--- src/rtl/sd_emmc_ddr_data_rx.sv ---
// eMMC DDR52 receive data path. Finds the start bit in paired rising/falling
// DAT samples, deserialises one block on a 4- or 8-bit bus, checks the
// per-line per-edge CRC16 and the end bit, and reports status to the host side.
module sd_emmc_ddr_data_rx #(
    parameter int TIMEOUT_W = 24,
    parameter int BLEN_W    = 12
) (
    input  logic                 clock,
    input  logic                 reset,
    input  logic                 start,
    input  logic                 abort,
    input  logic                 bus8,
    input  logic [BLEN_W-1:0]    block_bytes,
    input  logic [TIMEOUT_W-1:0] timeout,
    input  logic [7:0]           d_rise,
    input  logic [7:0]           d_fall,
    output logic                 rx_valid,
    output logic [15:0]          rx_data,
    output logic                 busy,
    output logic                 done,
    output logic                 crc_err,
    output logic                 end_err,
    output logic                 timeout_err
);

    typedef enum logic [2:0] {
        ST_IDLE       = 3'd0,
        ST_WAIT_START = 3'd1,
        ST_DATA       = 3'd2,
        ST_CRC        = 3'd3,
        ST_END        = 3'd4
    } state_t;

    localparam logic [TIMEOUT_W-1:0] TMO_ONE    = TIMEOUT_W'(1);
    localparam logic [TIMEOUT_W-1:0] TMO_ZERO   = TIMEOUT_W'(0);
    localparam logic [BLEN_W-1:0]    BLEN_ONE   = BLEN_W'(1);
    localparam logic [BLEN_W-1:0]    BLEN_ZERO  = BLEN_W'(0);
    localparam logic [15:0]          CRC16_POLY = 16'h1021;

    // One serial CRC16 step (x^16+x^12+x^5+1, MSB first).
    function automatic logic [15:0] crc16_step(input logic [15:0] crc, input logic din);
        logic fb;
        fb = crc[15] ^ din;
        crc16_step = {crc[14:0], 1'b0} ^ (fb ? CRC16_POLY : 16'h0000);
    endfunction

    // Drain step used while comparing: the MSB has been checked, shift in 0.
    function automatic logic [15:0] crc16_drain(input logic [15:0] crc);
        crc16_drain = {crc[14:0], 1'b0};
    endfunction

    state_t                 state_r;
    state_t                 state_n;
    logic                   bus8_r;
    logic [BLEN_W-1:0]      last_cnt_r;
    logic [BLEN_W-1:0]      cnt_r;
    logic [TIMEOUT_W-1:0]   tmo_r;
    logic [TIMEOUT_W-1:0]   tcnt_r;
    logic [3:0]             crc_cnt_r;
    logic [3:0]             nib_rise_r;
    logic [3:0]             nib_fall_r;
    // Engines 0..7 follow the rising-edge bit of lines 0..7, 8..15 the falling edge.
    logic [15:0]            crc_r [16];

    logic [7:0]             line_mask_s;
    logic [BLEN_W-1:0]      len_even_s;
    logic [BLEN_W-1:0]      last_cnt_s;
    logic                   start_ok_s;
    logic                   start_bit_s;
    logic                   end_ok_s;
    logic                   tmo_hit_s;
    logic                   data_last_s;
    logic                   crc_last_s;
    logic [7:0]             msb_rise_s;
    logic [7:0]             msb_fall_s;
    logic                   crc_mis_s;

    // Decode helpers: active-line mask, start/end bit, counters, CRC compare.
    always_comb begin
        line_mask_s = 8'h0F;
        last_cnt_s  = BLEN_ZERO;
        start_ok_s  = 1'b0;
        msb_rise_s  = 8'h00;
        msb_fall_s  = 8'h00;
        if (bus8_r) begin
            line_mask_s = 8'hFF;
        end else begin
            line_mask_s = 8'h0F;
        end
        // Length is forced even; bit 0 of the request never matters.
        len_even_s = block_bytes & ~BLEN_ONE;
        if (bus8) begin
            last_cnt_s = (len_even_s >> 1) - BLEN_ONE;
        end else begin
            last_cnt_s = len_even_s - BLEN_ONE;
        end
        if ((state_r == ST_IDLE) && start && !abort && (len_even_s != BLEN_ZERO)) begin
            start_ok_s = 1'b1;
        end else begin
            start_ok_s = 1'b0;
        end
        start_bit_s = (((d_rise | d_fall) & line_mask_s) == 8'h00);
        end_ok_s    = (((d_rise & d_fall) | ~line_mask_s) == 8'hFF);
        tmo_hit_s   = (tmo_r != TMO_ZERO) && (tcnt_r == (tmo_r - TMO_ONE));
        data_last_s = (cnt_r == last_cnt_r);
        crc_last_s  = (crc_cnt_r == 4'd15);
        for (int i = 0; i < 8; i++) begin
            msb_rise_s[i] = crc_r[i][15];
            msb_fall_s[i] = crc_r[8 + i][15];
        end
        crc_mis_s = |(((d_rise ^ msb_rise_s) | (d_fall ^ msb_fall_s)) & line_mask_s);
    end

    // Next-state logic; abort always returns to IDLE and beats start.
    always_comb begin
        state_n = state_r;
        if (abort) begin
            state_n = ST_IDLE;
        end else begin
            case (state_r)
                ST_IDLE: begin
                    if (start_ok_s) state_n = ST_WAIT_START;
                    else            state_n = ST_IDLE;
                end
                ST_WAIT_START: begin
                    if (start_bit_s)    state_n = ST_DATA;
                    else if (tmo_hit_s) state_n = ST_IDLE;
                    else                state_n = ST_WAIT_START;
                end
                ST_DATA: begin
                    if (data_last_s) state_n = ST_CRC;
                    else             state_n = ST_DATA;
                end
                ST_CRC: begin
                    if (crc_last_s) state_n = ST_END;
                    else            state_n = ST_CRC;
                end
                ST_END:  state_n = ST_IDLE;
                default: state_n = ST_IDLE;
            endcase
        end
    end

    // State register.
    always_ff @(posedge clock or negedge reset) begin
        if (!reset) begin
            state_r <= ST_IDLE;
        end else begin
            state_r <= state_n;
        end
    end

    // Datapath: configuration capture, counters, deserialiser, registered status.
    always_ff @(posedge clock or negedge reset) begin
        if (!reset) begin
            bus8_r      <= 1'b0;
            last_cnt_r  <= BLEN_ZERO;
            cnt_r       <= BLEN_ZERO;
            tmo_r       <= TMO_ZERO;
            tcnt_r      <= TMO_ZERO;
            crc_cnt_r   <= 4'd0;
            nib_rise_r  <= 4'd0;
            nib_fall_r  <= 4'd0;
            rx_valid    <= 1'b0;
            rx_data     <= 16'h0000;
            busy        <= 1'b0;
            done        <= 1'b0;
            crc_err     <= 1'b0;
            end_err     <= 1'b0;
            timeout_err <= 1'b0;
        end else begin
            rx_valid <= 1'b0;
            done     <= 1'b0;
            if (abort) begin
                busy <= 1'b0;
            end else begin
                case (state_r)
                    ST_IDLE: begin
                        if (start_ok_s) begin
                            bus8_r      <= bus8;
                            last_cnt_r  <= last_cnt_s;
                            tmo_r       <= timeout;
                            tcnt_r      <= TMO_ZERO;
                            cnt_r       <= BLEN_ZERO;
                            crc_cnt_r   <= 4'd0;
                            busy        <= 1'b1;
                            crc_err     <= 1'b0;
                            end_err     <= 1'b0;
                            timeout_err <= 1'b0;
                        end else begin
                            busy <= 1'b0;
                        end
                    end
                    ST_WAIT_START: begin
                        if (start_bit_s) begin
                            tcnt_r <= tcnt_r;
                        end else if (tmo_hit_s) begin
                            timeout_err <= 1'b1;
                            done        <= 1'b1;
                            busy        <= 1'b0;
                        end else begin
                            tcnt_r <= tcnt_r + TMO_ONE;
                        end
                    end
                    ST_DATA: begin
                        cnt_r <= cnt_r + BLEN_ONE;
                        if (bus8_r) begin
                            rx_valid <= 1'b1;
                            rx_data  <= {d_fall, d_rise};
                        end else if (!cnt_r[0]) begin
                            // Even cycle carries the high nibbles; hold them.
                            nib_rise_r <= d_rise[3:0];
                            nib_fall_r <= d_fall[3:0];
                        end else begin
                            rx_valid <= 1'b1;
                            rx_data  <= {nib_fall_r, d_fall[3:0], nib_rise_r, d_rise[3:0]};
                        end
                    end
                    ST_CRC: begin
                        crc_cnt_r <= crc_cnt_r + 4'd1;
                        if (crc_mis_s) begin
                            crc_err <= 1'b1;
                        end else begin
                            crc_err <= crc_err;
                        end
                    end
                    ST_END: begin
                        end_err <= !end_ok_s;
                        done    <= 1'b1;
                        busy    <= 1'b0;
                    end
                    default: begin
                        busy <= 1'b0;
                    end
                endcase
            end
        end
    end

    // CRC engines: cleared on an accepted start, fed in DATA, drained in CRC.
    always_ff @(posedge clock or negedge reset) begin
        if (!reset) begin
            for (int e = 0; e < 16; e++) begin
                crc_r[e] <= 16'h0000;
            end
        end else if (abort) begin
            for (int e = 0; e < 16; e++) begin
                crc_r[e] <= crc_r[e];
            end
        end else begin
            case (state_r)
                ST_IDLE: begin
                    if (start_ok_s) begin
                        for (int e = 0; e < 16; e++) begin
                            crc_r[e] <= 16'h0000;
                        end
                    end
                end
                ST_DATA: begin
                    for (int i = 0; i < 8; i++) begin
                        if (line_mask_s[i]) begin
                            crc_r[i]     <= crc16_step(crc_r[i], d_rise[i]);
                            crc_r[8 + i] <= crc16_step(crc_r[8 + i], d_fall[i]);
                        end
                    end
                end
                ST_CRC: begin
                    for (int e = 0; e < 16; e++) begin
                        crc_r[e] <= crc16_drain(crc_r[e]);
                    end
                end
                default: begin
                    for (int e = 0; e < 16; e++) begin
                        crc_r[e] <= crc_r[e];
                    end
                end
            endcase
        end
    end

endmodule

--- config.mk ---
export PLATFORM = sky130hd
export DESIGN_NAME = sd_emmc_ddr_data_rx
export DESIGN_NICKNAME = d
export VERILOG_FILES = /design/src/rtl/sd_emmc_ddr_data_rx.sv
export SDC_FILE = /design/constraint.sdc
export NUM_CORES = 1
export LEC_CHECK = 0
export ABC_AREA = 1
export ABC_CLOCK_PERIOD_IN_PS = 6300
export BUFFER_PORTS_ARGS = -buffer_cell sky130_fd_sc_hd__buf_4
export CORE_MARGIN = 10
export CORE_UTILIZATION = 45
export DETAILED_ROUTE_END_ITERATION = 8
export PLACE_DENSITY_LB_ADDON = 0.12
export SYNTH_ARGS = -nofsm -noshare
export SYNTH_HDL_FRONTEND = slang
export SYNTH_SLANG_ARGS = --single-unit
--- constraint.sdc ---
create_clock -name clock -period 6.3 [get_ports clock]
set_input_delay 0.63 -clock clock [delete_from_list [all_inputs] [get_ports clock]]
set_output_delay 0.63 -clock clock [all_outputs]
set_load 0.03 [all_outputs]
==> results of run 1 <==
cells in the final DEF, fill, tap and decap left out, types with 3 or more instances in the layout:
cell       count
a21oi_1       14
a31oi_1       12
buf_12         3
buf_4         86
bufinv_16      5
clkbuf_1       8
clkbuf_16     42
clkbuf_8       8
clkinv_1       4
clkinv_2       6
dfrtp_1      366
ha_1           6
inv_1        250
inv_2          6
mux2_2         8
nand2_1      395
nand2_2        4
nand3_1      195
nand3b_1       7
nand4_1       30
nor2_1       119
nor2_2         6
nor2_4         7
nor3_1        15
nor3_4         3
nor4_1        12
o211ai_1      24
o21a_1        18
o21ai_0      229
o21ai_1       45
o31ai_1       55
or2_2         17
xnor2_1       29
xor2_1        37
power breakdown:
group          internal, mW  switching (mW)  total (mW)
logic                 0.191           0.389       0.580
clock network          1.52           0.959        2.48
registers              2.45          0.0899        2.54
total                  4.16            1.44        5.60
registers in the layout, indices dropped and copies added, names as in the netlist:
name,flops
rx_valid,1
tmo_r,24
last_cnt_r,12
tcnt_r,24
state_r,3
crc_r,256
timeout_err,1
busy,1
done,1
crc_err,1
crc_cnt_r,4
end_err,1
nib_fall_r,4
bus8_r,1
nib_rise_r,4
cnt_r,12
rx_data,16
worst paths after layout:
kind | start | endpoint | slack [ns]
setup reg to reg | state_r[1]$_DFF_PN0_ | crc_r[128]$_DFFE_PN0P_ | 2.93
max in group asynchronous | reset | crc_r[116]$_DFFE_PN0P_ | 4.79
hold / removal | reset | crc_r[152]$_DFFE_PN0P_ | 0.09
hold reg to reg | crc_cnt_r[3]$_DFFE_PN0P_ | crc_cnt_r[3]$_DFFE_PN0P_ | 0.47
setup / recovery | state_r[1]$_DFF_PN0_ | crc_r[128]$_DFFE_PN0P_ | 2.93
min in group clock | block_bytes[1] | last_cnt_r[0]$_DFFE_PN0P_ | 0.27
per-layer routing:
layer | wire, um | vias up
li1 | - | 6740
met1 | 19900 | 6366
met2 | 17700 | 205
met3 | 1670 | 53
met4 | 760 | 0
met5 | 0 | -
synth_stat cells (3+ instances only):
cell type  number  area share
xor2_1         37       0.019
nand3_1       195       0.056
buf_2          39       0.011
nor4_1         12      0.0043
nor2_2          6      0.0022
clkinv_1        4     0.00086
o31ai_1        55       0.024
clkbuf_1       51       0.011
o21a_1         18      0.0078
buf_1           5      0.0011
nand2_1       395       0.085
nor3_4          3      0.0028
o211ai_1       24       0.010
nand4_1        30       0.011
clkbuf_2        3     0.00086
buf_6           5      0.0032
a21oi_1        14      0.0040
a31oi_1        12      0.0043
or2_2          17      0.0061
nand3b_1        7      0.0030
nor2_4          6      0.0039
o21ai_1        45       0.013
o21ai_0       229       0.066
nor3_1         15      0.0043
mux2_2          8      0.0052
nor2_1        120       0.026
nand2_2         5      0.0018
inv_2           5      0.0011
xnor2_1        29       0.015
inv_1         251       0.054
dfrtp_1       366        0.53
ha_1            6      0.0043
buf_4           9      0.0039
cell type report:
cell class | count | area, um^2
clock inverters | 13 | 205
well taps | 511 | 639
inverters | 260 | 976
flip-flops and latches | 366 | 9160
clock buffers | 58 | 1190
repair buffers | 90 | 721
multi-input cells | 1305 | 6740
fillers | 3609 | 18300
logic make-up (layout without fill, tap and decap cells):
group / after synthesis / after routing / share of synthesized area
fa+ha+maj: 6 / 6 / 0.00431
xor+xnor: 66 / 66 / 0.0332
mux: 8 / 8 / 0.00518
buf+inv: 372 / 421 / 0.0874
simple gates: 817 / 817 / 0.209
flops: 366 / 366 / 0.526
compound gates: 408 / 408 / 0.134
==> metrics.txt, run 1 <==
placed cell area=18200 um^2; die area=46900 um^2; number of synthesized register bits=366; Crit path max-delay family=buffers and inverters; maximum clock frequency=0.297 GHz; worst path cell trace=inv_2, nor2_4, buf_12, inv_2, nand2_1, nand2_4, a21oi_4, buf_12, mux2_2; WP buf/inv=4; first-pass GRT wire length=67400 um; Die Ht=217 um; Least-Margin Pin Slew=1.04 ns; core area=37900 um^2; CP max-delay cell=buf_12; Slew HR=0.307; global-route usage over all layers=0.172; boundary pin count=79; CTS tree=yes; hold slack=0.0881 ns; GR Util met3=0.0295; outcome=completed; CP max FO=248; Die W=217 um; total grt overflow=0; RSZ-0062 raised after global routing=no; Slew Viols, Final=0; cell count along the critical path=9; Setup WS post-layout=2.93 ns; drt drc=0; worst-case clock buffer depth=3; area grow syn2layout=12.8%; vias in the first global route=12800; Final Cell Area=19600 um^2; Cells after Synth=2043; initial antenna violation count=0; met2 Use GR=0.256; Pleak=8.61 nW; htree depth=2; VDD IR max=0.210 mV; worst-skew pair later-pin latency=0.56 ns; critical path type=reg2reg; met1 usage=0.251; CTS root buf=clkbuf_16; pre-CTS setup slack=2.58 ns; Tot Pwr=5.60 mW; Detailed Routing Iterations Pass 1=5; crit share post-route=0.535; Netlist cell types=44; Placer Congestion=0.878; routed wire length=40000 um; via density per instance=5.13; post_cts resized=0; post-detailed-route count of antenna-violating nets=0; crit end category=register; Worst Path Required=6.74 ns; share of layout cells above drive strength 1=0.101; clk_skew=0.0109 ns; Initial Utilization=0.459; I/O Buffers=77; placed cell count=2532; CTS clock-pin slew for the worst setup and hold paths=0.06 ns; worst path arrival time=3.81 ns; HP Class=in2async; Synth Net Count=2106; CTS Buf Count=41; Sink Count=366; number of nets in the layout=2127; number of setup buffers added after CTS=0; final std cells w/o fill=2603; # hold bufs at CTS=0; Avg WL per Cell=15.4 um; layer with the highest usage=met2; sequential area share after synthesis=0.526; max_cap viols=0; yosys warns=0; Cell Rows=71; Register-to-Register Path Depth=9; Async SR Flop Fraction=1.00; DP Wirelength=25400 um; Hold Violations, Final=0; Initial DRC Count=1043; crit path launch type=register; CP max stage delay=0.60 ns; Synth Area per Inst=8.52 um^2; final setup vio count=0; final setup TNS=0 ns; via count=13400; end-of-flow core utilization=0.518; commonest register cell after synthesis=dfrtp_1; Post-synth EDFFs=0; power per standard cell area=285 nW/um^2; largest net degree at the start of global routing=249; Tmin final=3.37 ns; Post-Syn Area=17400 um^2; diodes inserted=0
(Power assumes the default switching activity.)
==> run 2, diff against run 1 <==
--- a/config.mk
+++ b/config.mk
@@ -6,7 +6,7 @@
 export NUM_CORES = 1
 export LEC_CHECK = 0
 export ABC_AREA = 1
-export ABC_CLOCK_PERIOD_IN_PS = 6300
+export ABC_CLOCK_PERIOD_IN_PS = 2750
 export BUFFER_PORTS_ARGS = -buffer_cell sky130_fd_sc_hd__buf_4
 export CORE_MARGIN = 10
 export CORE_UTILIZATION = 45
==> constraint.sdc (replaced) <==
create_clock -name clock -period 2.75 [get_ports clock]
set_input_delay 0.275 -clock clock [delete_from_list [all_inputs] [get_ports clock]]
set_output_delay 0.275 -clock clock [all_outputs]
set_load 0.03 [all_outputs]
==> metrics.txt, run 2 (same netlist as run 1, synthesis figures left out) <==
maximum clock frequency=0.387 GHz; CTS root buf=clkbuf_16; Pleak=8.93 nW (+3.8%); worst path arrival time=3.06 ns (-0.75 ns); DP Wirelength=26500 um (+4.2%); final setup vio count=0 (unchanged); Die W=217 um (unchanged); crit share post-route=0.940; Initial DRC Count=1126 (+8.0%); final std cells w/o fill=2661 (+2.2%); pre-CTS setup slack=0.0947 ns (-2.49 ns); critical path type=in2reg; CTS tree=yes; max_cap viols=0 (unchanged); vias in the first global route=13200 (+2.7%); crit path launch type=input pin; CP max-delay cell=dlygate4sd3_1; Tot Pwr=13.1 mW (+130%); Top cell by count, worst path=nand2_1; Sink Count=366 (unchanged); RSZ-0062 raised after global routing=yes; flop2flop setup slack=0.24 ns (-2.69 ns); routed wire length=40800 um (+1.9%); placed cell count=2557 (+0.99%); commonest non-fill, non-tap cells in the layout=395 x nand2_1, 366 x dfrtp_1, 249 x inv_1; placed cell area=18500 um^2 (+1.6%); Biggest register=crc_r; hold slack=0.0434 ns (-0.0447 ns); die area=46900 um^2 (unchanged); Setup WS post-layout=0.165 ns (-2.76 ns); HP Class=in2reg; Register-to-Register Path Depth=16 (+7); end-of-flow core utilization=0.535 (+0.0173); power per standard cell area=645 nW/um^2 (+130%); Slew Viols, Final=0 (unchanged); Hold Violations, Final=0 (unchanged); boundary pin count=79 (unchanged); hold_sp=d_rise[4]; number of nets in the layout=2181 (+2.5%); drt drc=0 (unchanged); htree depth=2 (unchanged); CP max stage delay=0.54 ns (-0.06 ns); Final Cell Area=20300 um^2 (+3.4%); via count=13600 (+2.0%); worst-skew pair later-pin latency=0.56 ns (about the same); global-route usage over all layers=0.175 (+0.00263); Placer Congestion=0.887 (+1.0%); worst path cell trace=dlygate4sd3_1, buf_4, inv_1, ha_1, inv_1, or2_2, nor2_1, nand3_1, nand2_1, buf_6, nand2_1, nand2_1, nor3_4, nand2_4, buf_12, nand2_1, o21ai_1; via density per instance=5.12 (-0.25%); largest net degree at the start of global routing=145 (-42%); Least-Margin Pin Slew=0.710 ns (-0.329 ns); diodes inserted=0 (unchanged); core area=37900 um^2 (unchanged); worst-case clock buffer depth=3 (unchanged); CTS Buf Count=42 (+2.4%); met2 Use GR=0.265 (+0.00875); share of layout cells above drive strength 1=0.115 (+0.0145); area grow syn2layout=16.6%; Worst Hold Endpoint=rx_data[4]$_DFFE_PN0P_; Cell Rows=71 (unchanged); Reg-to-Reg End=tcnt_r[8]$_DFFE_PN0P_; GR Util met3=0.0352 (+0.00571); biggest regs=crc_r x256, tcnt_r x24, tmo_r x24; total grt overflow=0 (unchanged); CP max FO=44 (-82%); crit end category=register; I/O Buffers=77 (unchanged); CTS clock-pin slew for the worst setup and hold paths=0.06 ns (about the same); number of setup buffers added after CTS=0 (unchanged); met1 usage=0.250 (-0.000595); first-pass GRT wire length=68500 um (+1.6%); post-detailed-route count of antenna-violating nets=0 (unchanged); outcome=completed; max reg flops=256 (unchanged); VDD IR max=0.495 mV (+140%); initial antenna violation count=0 (unchanged); Initial Utilization=0.459 (unchanged); final setup TNS=0 ns (unchanged); reg2reg start=tmo_r[1]$_DFFE_PN0P_; Die Ht=217 um (unchanged); hold path depth=3; commonest non-fill, non-tap cell in the layout=nand2_1; Detailed Routing Iterations Pass 1=5 (unchanged); Avg WL per Cell=15.3 um (-0.31%); Tmin final=2.59 ns; Worst Path Required=3.23 ns (-3.51 ns); clk_skew=0.0128 ns (+0.00192 ns); layer with the highest usage=met2; Slew HR=0.526 (+0.219)
## run 2: cell count changes in the layout (fill, tap and decap cells not counted), sizes merged
cell         previous run  this run
dlygate4sd3             0        27
buf                    90       115
clkbuf                 58        62
bufinv                  5         3
inv                   256       258
clkinvlp                0         1
nor2                  132       133
## run 2: critical path, delay by kind of cell
family | cells | cell delay, ns
AO/OA/AOI/OAI | 1 | 0.08
adder cells (fa/ha/maj) | 1 | 0.16
buffers and inverters | 6 | 1.28
AND/OR/NAND/NOR | 9 | 1.24
## run 2: where the power goes
part,internal (mW),switching [mW],total (mW)
Combinational,0.515,0.916,1.43
Sequential,5.62,0.217,5.84
Clock,3.57,2.24,5.81
Total,9.71,3.37,13.1
## run 2: worst max path at each step
stage	startpoint	end	depth (start not counted)
5_1_grt	block_bytes[1]	cnt_r[11]$_DFFE_PN0P_	18
3_5_place_dp	block_bytes[1]	cnt_r[11]$_DFFE_PN0P_	17
3_3_place_gp	block_bytes[1]	cnt_r[11]$_DFFE_PN0P_	17
2_1_floorplan	tmo_r[0]$_DFFE_PN0P_	tcnt_r[18]$_DFFE_PN0P_	15
6_report	block_bytes[1]	tcnt_r[8]$_DFFE_PN0P_	17
4_1_cts	block_bytes[1]	tcnt_r[8]$_DFFE_PN0P_	17
## run 2: repair_timing
action,CTS,global route
hold buffers,27,0
endpoints found under the setup margin,0,47
hold endpoints to repair,98,0
resized for setup,0,4
## run 2: cell type report
cell class	count	area, um^2
fill	3587	17600
timing repair buffer	142	1290
clock inverter	14	161
tap	511	639
sequential	366	9160
inverter	260	976
multi-input combinational	1306	6750
clock buffer	62	1310
## run 2: metal layers
metal | vias up | part of all wire
met2 | 213 | 0.45
li1 | 6846 | -
met3 | 59 | 0.044
met5 | - | 0
met4 | 0 | 0.019
met1 | 6510 | 0.49
==> run 3, diff against run 2 <==
--- a/config.mk
+++ b/config.mk
@@ -12,6 +12,7 @@
 export CORE_UTILIZATION = 45
 export DETAILED_ROUTE_END_ITERATION = 8
 export PLACE_DENSITY_LB_ADDON = 0.12
+export SETUP_SLACK_MARGIN = 0.5
 export SYNTH_ARGS = -nofsm -noshare
 export SYNTH_HDL_FRONTEND = slang
 export SYNTH_SLANG_ARGS = --single-unit
==> metrics.txt, run 3 (same netlist as run 1, synthesis figures left out) <==
CP max FO=6 (-86%); Tmin final=2.34 ns (-0.244 ns); worst-skew pair later-pin latency=0.57 ns (about the same); worst path cell trace=buf_6, nor2_4, nand2_4, nor2_4, nand3_1, nand2_1, inv_1, nor2_1, nand2_1, nor2_2, nand2_1, nor2_2, nand3_2, nand2_4, buf_12, clkbuf_16, o21ai_1; area grow syn2layout=22.7%; Avg WL per Cell=16.3 um (+6.2%); commonest non-fill, non-tap cells in the layout=376 x nand2_1, 359 x dfrtp_1, 247 x inv_1; total grt overflow=0 (unchanged); RSZ-0062 raised after global routing=yes; max_cap viols=0 (unchanged); placed cell count=2557 (unchanged); outcome=completed; number of nets in the layout=2235 (+2.5%); Register-to-Register Path Depth=17 (+1); Sink Count=366 (unchanged); CTS clock-pin slew for the worst setup and hold paths=0.06 ns (about the same); Hold Violations, Final=0 (unchanged); critical path type=reg2reg; Slew Viols, Final=0 (unchanged); crit path launch type=register; vias in the first global route=13500 (+2.2%); Worst Path Required=3.19 ns (-0.04 ns); clk_skew=0.0198 ns (+0.00697 ns); global-route usage over all layers=0.180 (+0.00552); worst path arrival time=2.78 ns (-0.28 ns); largest net degree at the start of global routing=145 (unchanged); crit share post-route=0.851 (-0.0888); final setup TNS=0 ns (unchanged); routed wire length=44200 um (+8.4%); core area=37900 um^2 (unchanged); die area=46900 um^2 (unchanged); CTS tree=yes; Detailed Routing Iterations Pass 1=5 (unchanged); fillers=3476 (-3.1%); end-of-flow core utilization=0.563 (+0.0281); CTS root buf=clkbuf_16; diodes inserted=0 (unchanged); final setup vio count=0 (unchanged); Placer Congestion=0.887 (unchanged); Slew HR=0.527 (+0.000786); CP max-delay cell=dfrtp_1; htree depth=2 (unchanged); crit end category=register; VDD IR max=0.495 mV (about the same); post-detailed-route count of antenna-violating nets=0 (unchanged); initial antenna violation count=0 (unchanged); Die Ht=217 um (unchanged); Top cell by count, worst path=nand2_1; Crit path max-delay family=simple AND/OR/NAND/NOR gates; via density per instance=5.21 (+1.7%); Initial Utilization=0.459 (unchanged); Cell Rows=71 (unchanged); first-pass GRT wire length=70300 um (+2.7%); share of layout cells above drive strength 1=0.157 (+0.0421); hold slack=0.0370 ns (-0.00643 ns); Pleak=9.42 nW (+5.5%); DP Wirelength=26500 um (unchanged); CTS Buf Count=42 (unchanged); maximum clock frequency=0.427 GHz (+10%); Biggest register=crc_r; max reg flops=256 (unchanged); commonest non-fill, non-tap cell in the layout=nand2_1; HP Class=in2reg; Die W=217 um (unchanged); worst-case clock buffer depth=3 (unchanged); via count=14100 (+3.8%); WP buf/inv=4 (-2); I/O Buffers=77 (unchanged); CP max stage delay=0.42 ns (-0.12 ns); biggest regs=crc_r x256, tcnt_r x24, tmo_r x24; drt drc=0 (unchanged); hold path depth=3 (unchanged); final std cells w/o fill=2715 (+2.0%); cell count along the critical path=17 (unchanged); power per standard cell area=630 nW/um^2 (-2.3%); boundary pin count=79 (unchanged); Initial DRC Count=1164 (+3.4%); Least-Margin Pin Slew=0.709 ns (-0.00118 ns)
[run 3: through the flow]
stage	worst slack, ns	power (mW)	area, um^2
after detailed placement	0.0947	7.34	18500
after global routing	0.262	14.1	21400
after CTS	0.444	13.4	20700
after global placement	0.123	7.31	18500
final	0.409	13.4	21400
after floorplan	0.652	6.77	17400
[run 3: layout make-up]
class	instances	area, um^2	share of cell area
multi-input cells	1306	6940	0.325
well taps	511	639	0.0299
flip-flops and latches	366	9170	0.429
clock inverters	14	161	0.00756
inverters	260	978	0.0458
repair buffers	196	2160	0.101
clock buffers	62	1310	0.0612
[run 3: what timing repair did]
action	4_1_cts	5_1_grt
hold buffers	27	0
endpoints found under the hold margin	98	0
setup endpoints to repair	157	145
pin swaps	4	12
gates resized for setup	38	58
buffers inserted	20	16
gates cloned	7	12
[run 3: power breakdown]
group          internal [mW]  total, mW  switching [mW]
combinational          0.717       1.75            1.03
sequential              5.62       5.85           0.224
clock                   3.58       5.85            2.28
[run 3: routing by layer]
layer / global-route usage / up-vias / wire length (um)
met4: 0.0489 / 0 / 833
li1: - / 6960 / -
met5: 0 / - / 0
met2: 0.274 / 299 / 20100
met3: 0.0358 / 63 / 2330
met1: 0.257 / 6818 / 21000
[run 3: final timing paths]
kind                                       endpoint  slack, ns                     start
max                          tcnt_r[17]$_DFFE_PN0P_       0.41      tmo_r[1]$_DFFE_PN0P_
min                          rx_data[4]$_DFFE_PN0P_       0.04                 d_rise[4]
max reg2reg                  tcnt_r[17]$_DFFE_PN0P_       0.41      tmo_r[1]$_DFFE_PN0P_
min reg2reg                crc_cnt_r[3]$_DFFE_PN0P_       0.47  crc_cnt_r[3]$_DFFE_PN0P_
max in group asynchronous      tmo_r[5]$_DFFE_PN0P_       1.50                     reset
min in group asynchronous    crc_r[151]$_DFFE_PN0P_       0.30                     reset
[run 3: tightest hold or removal path, delay by kind of cell]
kind	cells	cell delay (ns)
and+or+nand+nor	1	0.08
AOI/OAI and AO/OA	1	0.07
buffers and inverters	1	0.13
